<file path="src/rtl/vmem_dma_pkg.sv">
// Shared definitions for the vmem_dma copy engine: register map, control and
// status bit positions, and copy FSM state encodings.
package vmem_dma_pkg;

   localparam logic [2:0] REG_SRC_LO = 3'd0;
   localparam logic [2:0] REG_SRC_HI = 3'd1;
   localparam logic [2:0] REG_DST_LO = 3'd2;
   localparam logic [2:0] REG_DST_HI = 3'd3;
   localparam logic [2:0] REG_LEN_LO = 3'd4;
   localparam logic [2:0] REG_LEN_HI = 3'd5;
   localparam logic [2:0] REG_CTRL   = 3'd6;
   localparam logic [2:0] REG_STATUS = 3'd7;

   localparam int CTRL_START  = 0;
   localparam int CTRL_IRQ_EN = 1;
   localparam int STAT_BUSY   = 0;
   localparam int STAT_DONE   = 1;

   typedef enum logic [1:0] {
      ST_IDLE    = 2'd0,
      ST_RD      = 2'd1,
      ST_RD_WAIT = 2'd2,
      ST_WR      = 2'd3
   } state_t;

endpackage

</file>
<file path="src/rtl/vmem_dma.sv">
// Block copy engine that steals idle CPU data-bus cycles; the CPU always wins
// the bus and the DMA simply holds its request until a cycle is free.
module vmem_dma
   import vmem_dma_pkg::*;
#(
   parameter int ADDR_W = 16,
   parameter int DATA_W = 8,
   parameter int LEN_W  = 12
) (
   input  logic              clk,
   input  logic              rst_n,
   input  logic [ADDR_W-1:0] cpu_addr,
   input  logic [DATA_W-1:0] cpu_wdata,
   input  logic              cpu_we,
   input  logic              cpu_re,
   output logic [DATA_W-1:0] cpu_rdata,
   output logic [ADDR_W-1:0] bus_addr,
   output logic [DATA_W-1:0] bus_wdata,
   output logic              bus_we,
   output logic              bus_re,
   input  logic [DATA_W-1:0] bus_rdata,
   input  logic [2:0]        cfg_addr,
   input  logic [DATA_W-1:0] cfg_wdata,
   input  logic              cfg_we,
   input  logic              cfg_re,
   output logic [DATA_W-1:0] cfg_rdata,
   output logic              irq,
   input  logic              irq_clr
);

   localparam logic [ADDR_W-1:0] ADDR_ONE = {{(ADDR_W-1){1'b0}}, 1'b1};
   localparam logic [LEN_W-1:0]  LEN_ONE  = {{(LEN_W-1){1'b0}}, 1'b1};

   state_t              state_r, state_nxt_s;
   logic [ADDR_W-1:0]   src_r, dst_r, w_src_r, w_dst_r;
   logic [LEN_W-1:0]    len_r, w_cnt_r;
   logic [DATA_W-1:0]   buf_r, cfg_rdata_r, rd_mux_s;
   logic                irq_en_r, done_r;
   logic                grant_cpu_s, busy_s, start_s, start_go_s, start_zero_s;
   logic                wr_last_s, done_set_s, done_clr_s;
   logic                dma_re_s, dma_we_s;
   logic [ADDR_W-1:0]   dma_addr_s;
   logic [DATA_W-1:0]   dma_wdata_s;

   assign grant_cpu_s  = cpu_we | cpu_re;
   assign busy_s       = (state_r != ST_IDLE);
   assign start_s      = cfg_we && (cfg_addr == REG_CTRL) && cfg_wdata[CTRL_START];
   assign start_go_s   = start_s && !busy_s && (len_r != '0);
   assign start_zero_s = start_s && !busy_s && (len_r == '0);
   assign wr_last_s    = (state_r == ST_WR) && !grant_cpu_s && (w_cnt_r == LEN_ONE);
   assign done_set_s   = start_zero_s | wr_last_s;
   assign done_clr_s   = irq_clr | (cfg_we && (cfg_addr == REG_STATUS) && cfg_wdata[STAT_DONE]);

   assign cpu_rdata = bus_rdata;
   assign cfg_rdata = cfg_rdata_r;
   assign irq       = done_r & irq_en_r;

   // FSM state register
   always_ff @(posedge clk) begin
      if (!rst_n) begin
         state_r <= ST_IDLE;
      end else begin
         state_r <= state_nxt_s;
      end
   end

   // FSM next-state logic; RD and WR hold while the CPU owns the bus
   always_comb begin
      state_nxt_s = state_r;
      case (state_r)
         ST_IDLE:    if (start_go_s) state_nxt_s = ST_RD; else state_nxt_s = ST_IDLE;
         ST_RD:      if (grant_cpu_s) state_nxt_s = ST_RD; else state_nxt_s = ST_RD_WAIT;
         ST_RD_WAIT: state_nxt_s = ST_WR;
         ST_WR: begin
            if (grant_cpu_s)                state_nxt_s = ST_WR;
            else if (w_cnt_r == LEN_ONE)    state_nxt_s = ST_IDLE;
            else                            state_nxt_s = ST_RD;
         end
         default:    state_nxt_s = ST_IDLE;
      endcase
   end

   // FSM outputs: the DMA's bus request for the current state
   always_comb begin
      dma_re_s    = 1'b0;
      dma_we_s    = 1'b0;
      dma_addr_s  = '0;
      dma_wdata_s = '0;
      case (state_r)
         ST_RD: begin
            dma_re_s   = 1'b1;
            dma_addr_s = w_src_r;
         end
         ST_WR: begin
            dma_we_s    = 1'b1;
            dma_addr_s  = w_dst_r;
            dma_wdata_s = buf_r;
         end
         default: begin
            dma_re_s = 1'b0;
         end
      endcase
   end

   // Bus arbiter: CPU strobes pass straight through whenever present
   always_comb begin
      if (grant_cpu_s) begin
         bus_re    = cpu_re;
         bus_we    = cpu_we;
         bus_addr  = cpu_addr;
         bus_wdata = cpu_wdata;
      end else begin
         bus_re    = dma_re_s;
         bus_we    = dma_we_s;
         bus_addr  = dma_addr_s;
         bus_wdata = dma_wdata_s;
      end
   end

   // Working copy pointers, byte counter and data buffer
   always_ff @(posedge clk) begin
      if (!rst_n) begin
         w_src_r <= '0;
         w_dst_r <= '0;
         w_cnt_r <= '0;
         buf_r   <= '0;
      end else begin
         case (state_r)
            ST_IDLE: begin
               if (start_go_s) begin
                  w_src_r <= src_r;
                  w_dst_r <= dst_r;
                  w_cnt_r <= len_r;
               end
            end
            ST_RD_WAIT: buf_r <= bus_rdata;
            ST_WR: begin
               if (!grant_cpu_s) begin
                  w_src_r <= w_src_r + ADDR_ONE;
                  w_dst_r <= w_dst_r + ADDR_ONE;
                  w_cnt_r <= w_cnt_r - LEN_ONE;
               end
            end
            default: ;
         endcase
      end
   end

   // Register readback selection
   always_comb begin
      rd_mux_s = '0;
      case (cfg_addr)
         REG_SRC_LO: rd_mux_s = src_r[DATA_W-1:0];
         REG_SRC_HI: rd_mux_s = src_r[ADDR_W-1:DATA_W];
         REG_DST_LO: rd_mux_s = dst_r[DATA_W-1:0];
         REG_DST_HI: rd_mux_s = dst_r[ADDR_W-1:DATA_W];
         REG_LEN_LO: rd_mux_s = len_r[DATA_W-1:0];
         REG_LEN_HI: rd_mux_s = {{(2*DATA_W-LEN_W){1'b0}}, len_r[LEN_W-1:DATA_W]};
         REG_CTRL:   rd_mux_s[CTRL_IRQ_EN] = irq_en_r;
         REG_STATUS: begin
            rd_mux_s[STAT_BUSY] = busy_s;
            rd_mux_s[STAT_DONE] = done_r;
         end
         default:    rd_mux_s = '0;
      endcase
   end

   // Config registers, DONE flag and registered readback; parameters freeze while busy
   always_ff @(posedge clk) begin
      if (!rst_n) begin
         src_r       <= '0;
         dst_r       <= '0;
         len_r       <= '0;
         irq_en_r    <= 1'b0;
         done_r      <= 1'b0;
         cfg_rdata_r <= '0;
      end else begin
         if (cfg_we && !busy_s) begin
            case (cfg_addr)
               REG_SRC_LO: src_r[DATA_W-1:0]      <= cfg_wdata;
               REG_SRC_HI: src_r[ADDR_W-1:DATA_W] <= cfg_wdata;
               REG_DST_LO: dst_r[DATA_W-1:0]      <= cfg_wdata;
               REG_DST_HI: dst_r[ADDR_W-1:DATA_W] <= cfg_wdata;
               REG_LEN_LO: len_r[DATA_W-1:0]      <= cfg_wdata;
               REG_LEN_HI: len_r[LEN_W-1:DATA_W]  <= cfg_wdata[LEN_W-DATA_W-1:0];
               default: ;
            endcase
         end
         if (cfg_we && (cfg_addr == REG_CTRL)) begin
            irq_en_r <= cfg_wdata[CTRL_IRQ_EN];
         end
         if (done_set_s) begin
            done_r <= 1'b1;
         end else if (done_clr_s) begin
            done_r <= 1'b0;
         end
         if (cfg_re) begin
            cfg_rdata_r <= rd_mux_s;
         end else begin
            cfg_rdata_r <= '0;
         end
      end
   end

endmodule
</file>
<file path="config.mk">
export PLATFORM = sky130hd
export DESIGN_NAME = vmem_dma
export DESIGN_NICKNAME = d
export VERILOG_FILES = /design/src/rtl/vmem_dma_pkg.sv /design/src/rtl/vmem_dma.sv
export SDC_FILE = /design/constraint.sdc
export NUM_CORES = 1
export LEC_CHECK = 0
export BUFFER_PORTS_ARGS = -buffer_cell sky130_fd_sc_hd__buf_2
export CORE_AREA = 2 2 112 114
export DETAILED_ROUTE_END_ITERATION = 16
export DIE_AREA = 0 0 114 116
export PLACE_DENSITY = 0.74
export SLEW_MARGIN = 15
export SYNTH_ARGS = -nofsm -noshare
export SYNTH_HDL_FRONTEND = slang
export SYNTH_SLANG_ARGS = --single-unit
</file>
<file path="constraint.sdc">
create_clock -name clk -period 1.97 [get_ports clk]
set_clock_uncertainty 0.1 [all_clocks]
set_input_delay 0 -clock clk [delete_from_list [all_inputs] [get_ports clk]]
set_output_delay 0 -clock clk [all_outputs]
set_load 0.05 [all_outputs]
</file>
==> run_results.csv <==
group,metric,value,unit
outcome,status,"finished clean",
sta,hold_viol_final,0,
final_layout,area_growth,26.9,%
place,numPortBuffers,92,
cts,clkSinkCount,108,
drt,routed-via-count,6562,
sta,fmax,0.509,GHz
min_path,hold_class,"primary input to flip-flop",
synthesis,synthFlopType,"dfxtp_1",
drt,routed_wl,20600,um
sta,fin_hold_ws,0.111,ns
grt,grt_antenna_before_repair,1,
synthesis,synth_edf_count,0,
cts,cts_tree,"done",
setup_path,path_cells,"buf_4 -> and2_1 -> nand2_1 -> buf_4 -> nand2b_1 -> clkbuf_4",
grt,grt_max_degree,69,
drt,ant_nets,0,
sta,slew_headroom,73.2,%
grt,grt_pass1_wl,31500,um
setup_path,critPathLaunch,"state_r[0]$_SDFF_PN0_",
floorplanning,placementRows,40,
drt,dr.pass1.iters,5,
setup_path,cpPeakStageDelay,0.38,ns
synthesis,netlist_area,0.00593,mm^2
setup_path,cp.arrival,1.87,ns
synthesis,yosysSeqAreaShare,36.5,%
cts,path_clk_slew,0.07,ns
synthesis,synth_seq_cells,108,
sta,drv_slew,0,
sta,rsz0062_at_grt,"yes",
setup_path,crit_path_end_kind,"output port",
sta,fin_crit,1.97,ns
min_path,hp-start,"cfg_addr[1]",
floorplanning,die_area,0.0132,mm^2
cts,clk_latency,0.36,ns
cts,h-tree-depth,3,
setup_path,cp_max_fo,9,
synthesis,syn_nets,819,
synthesis,yosysWarnings,0,
pwr,cellInternalPower,3560,uW
final_layout,drive_gt1_share,24.4,%
grt,globalRoute.totalOverflow,0,
pwr,clockPowerShare,41.3,%
setup_path,start_kind,"flip-flop",
final_layout,nNetsFinal,956,
setup_path,cp.required,1.87,ns
pwr,p_leak,0.00293,uW
cts,cts-root-buf,"clkbuf_16",
synthesis,avgSynthCellArea,7.75,um^2
pwr,combPwrFrac,13.2,%
pwr,p_seq_share,45.5,%
drt,drc,0,
cts,clockBufferDepth,2,
synthesis,async_flop_share,0,%
floorplanning,core,0.0119,mm^2
pwr,total_power,4910,uW
setup_path,crit_type,"flip-flop to output port",
place,hpwl,14700,um
job,cap_violations,0,
drt,post_drt_wl_per_cell,19.5,um
min_path,holdPathStages,4,
floorplanning,initial_core_util,49.8,%
drt,drt_iter0_markers,715,
sta,setup_viol,0,
floorplanning,die_height,116,um
synthesis,ys_types,65,
pwr,ir_drop,0.624,mV
cts,cts_inserted_buffers,9,
synthesis,netlist_instances,765,
grt,grt_pass1_vias,6056,
pwr,power.switching,1350,uW
sta,worst_slew_pin_slew,0.402,ns
setup_path,worstReg2RegStart,"len_r[0]$_SDFFE_PN0P_",
sta,fin_crit_sh,99.8,%
pwr,pwr_density_cell,652,mW/mm^2
floorplanning,ioPinCount,93,
drt,viasPerCell,6.22,
place,routabilityCongestion,0.932,
setup_path,crit_top_cell,"buf_4",
floorplanning,chipWidth,114,um
setup_path,rr_worst_depth,7,
grt,grt_use_total,30.9,%
pwr,p_sw_share,27.5,%
setup_path,slowest_stage,"dfxtp_1",
==> cells in the final DEF (no fill, tap or decap), types with 9 or more instances in the layout <==
cell	instances
buf_2	90
buf_4	69
o21ai_1	9
mux2i_1	43
a22o_1	10
nand3_1	53
dfxtp_1	108
and3_1	11
clkbuf_16	9
dlygate4sd3_1	21
a21oi_1	95
nor2_1	57
nand2_1	115
or2_2	9
o21ai_0	39
==> flip-flops by register name, summed over array words and instances, names as in the netlist, 2 cells and up <==
name and count:
w_src_r 16, cfg_rdata 8, src_r 16, state_r 2
buf_r 8, w_dst_r 16, len_r 12, w_cnt_r 12
dst_r 16
==> repair_timing <==
item	in CTS	in global routing
hold endpoints to repair	57	0
buffers inserted	0	0
pin swaps	0	1
hold buffers	21	0
resized for setup	3	13
setup endpoints to repair	10	38
==> routing by layer <==
layer | GRT usage, % | part of all wire (%) | up-vias | wire, um
met3 | 6.17 | 9.1 | 66 | 1880
met1 | 39.5 | 41 | 3076 | 8360
met5 | 0 | 0 | - | 0
li1 | - | - | 3025 | -
met4 | 14.8 | 4.0 | 0 | 814
met2 | 50.5 | 46 | 395 | 9550
==> synth_stat cells, drive strengths merged (8+ instances only) <==
master | number | share of area, %
o21ai | 49 | 4.2
a21oi | 96 | 8.3
nand2 | 118 | 7.5
o31ai | 8 | 1.0
and3 | 12 | 1.3
nor2 | 60 | 3.9
a22o | 10 | 1.5
clkbuf | 38 | 2.4
or2 | 11 | 1.2
dfxtp | 108 | 36
buf | 25 | 2.5
nor2b | 8 | 0.84
nand3 | 54 | 4.6
mux2i | 43 | 7.3
==> worst paths after layout <==
kind	to	slack, ns
min reg2reg	w_cnt_r[11]$_SDFFE_PN0P_	0.39
max	bus_we	0.004
min	cfg_rdata[3]$_SDFF_PN0_	0.11
max reg2reg	w_src_r[7]$_SDFFE_PN0P_	0.01
==> stage by stage <==
step | TNS [ns] | std cells | area, um^2 | worst slack, ns | util, %
after floorplan | -0.0257 | 765 | 5930 | -0.0257 | -
after CTS | 0 | 1054 | 7470 | 0.0127 | 62.7
final | 0 | 1055 | 7520 | 0.00415 | 63.1
after detailed placement | -0.00722 | 1017 | 6910 | -0.00722 | 58.0
after global routing | -0.200 | 1054 | 7520 | -0.0531 | 63.1
after global placement | 0 | 1017 | 6910 | 0.0492 | 58.0
==> area by class of cell <==
class | count | area (um^2)
antenna | 1 | 2.50
clock buffer | 9 | 225
clock inverter | 7 | 105
fill | 1070 | 4390
inverter | 7 | 26.3
multi-input combinational | 587 | 3510
sequential | 108 | 2160
tap | 147 | 184
timing repair buffer | 189 | 1310
==> worst max-delay path, delay by kind of cell (launching register included) <==
kind	cells	cell delay, ns
DFF	1	0.38
buffers and inverters	3	0.63
and+or+nand+nor	3	0.50
==> kinds of logic (layout without fill, tap and decap cells) <==
kind of cell | Yosys count | in the layout | share of synthesized area [%]
buffers and inverters | 70 | 212 | 5.38
AND/OR/NAND/NOR | 309 | 309 | 24.8
AO/OA/AOI/OAI | 219 | 219 | 22.7
multiplexers | 49 | 49 | 8.97
adder cells (fa/ha/maj) | 4 | 4 | 0.844
flip-flops | 108 | 108 | 36.5
other | 0 | 1 | 0
XOR/XNOR | 6 | 6 | 0.886
==> power by group through the flow <==
stage	Sequential, uW	Clock [uW]	Combinational, uW
after floorplan	2280	0	381
after global placement	2280	0	579
after detailed placement	2280	0	590
after CTS	2230	2040	625
after global routing	2230	2120	679
final	2230	2030	646
Power figures use the tool's default switching activity.
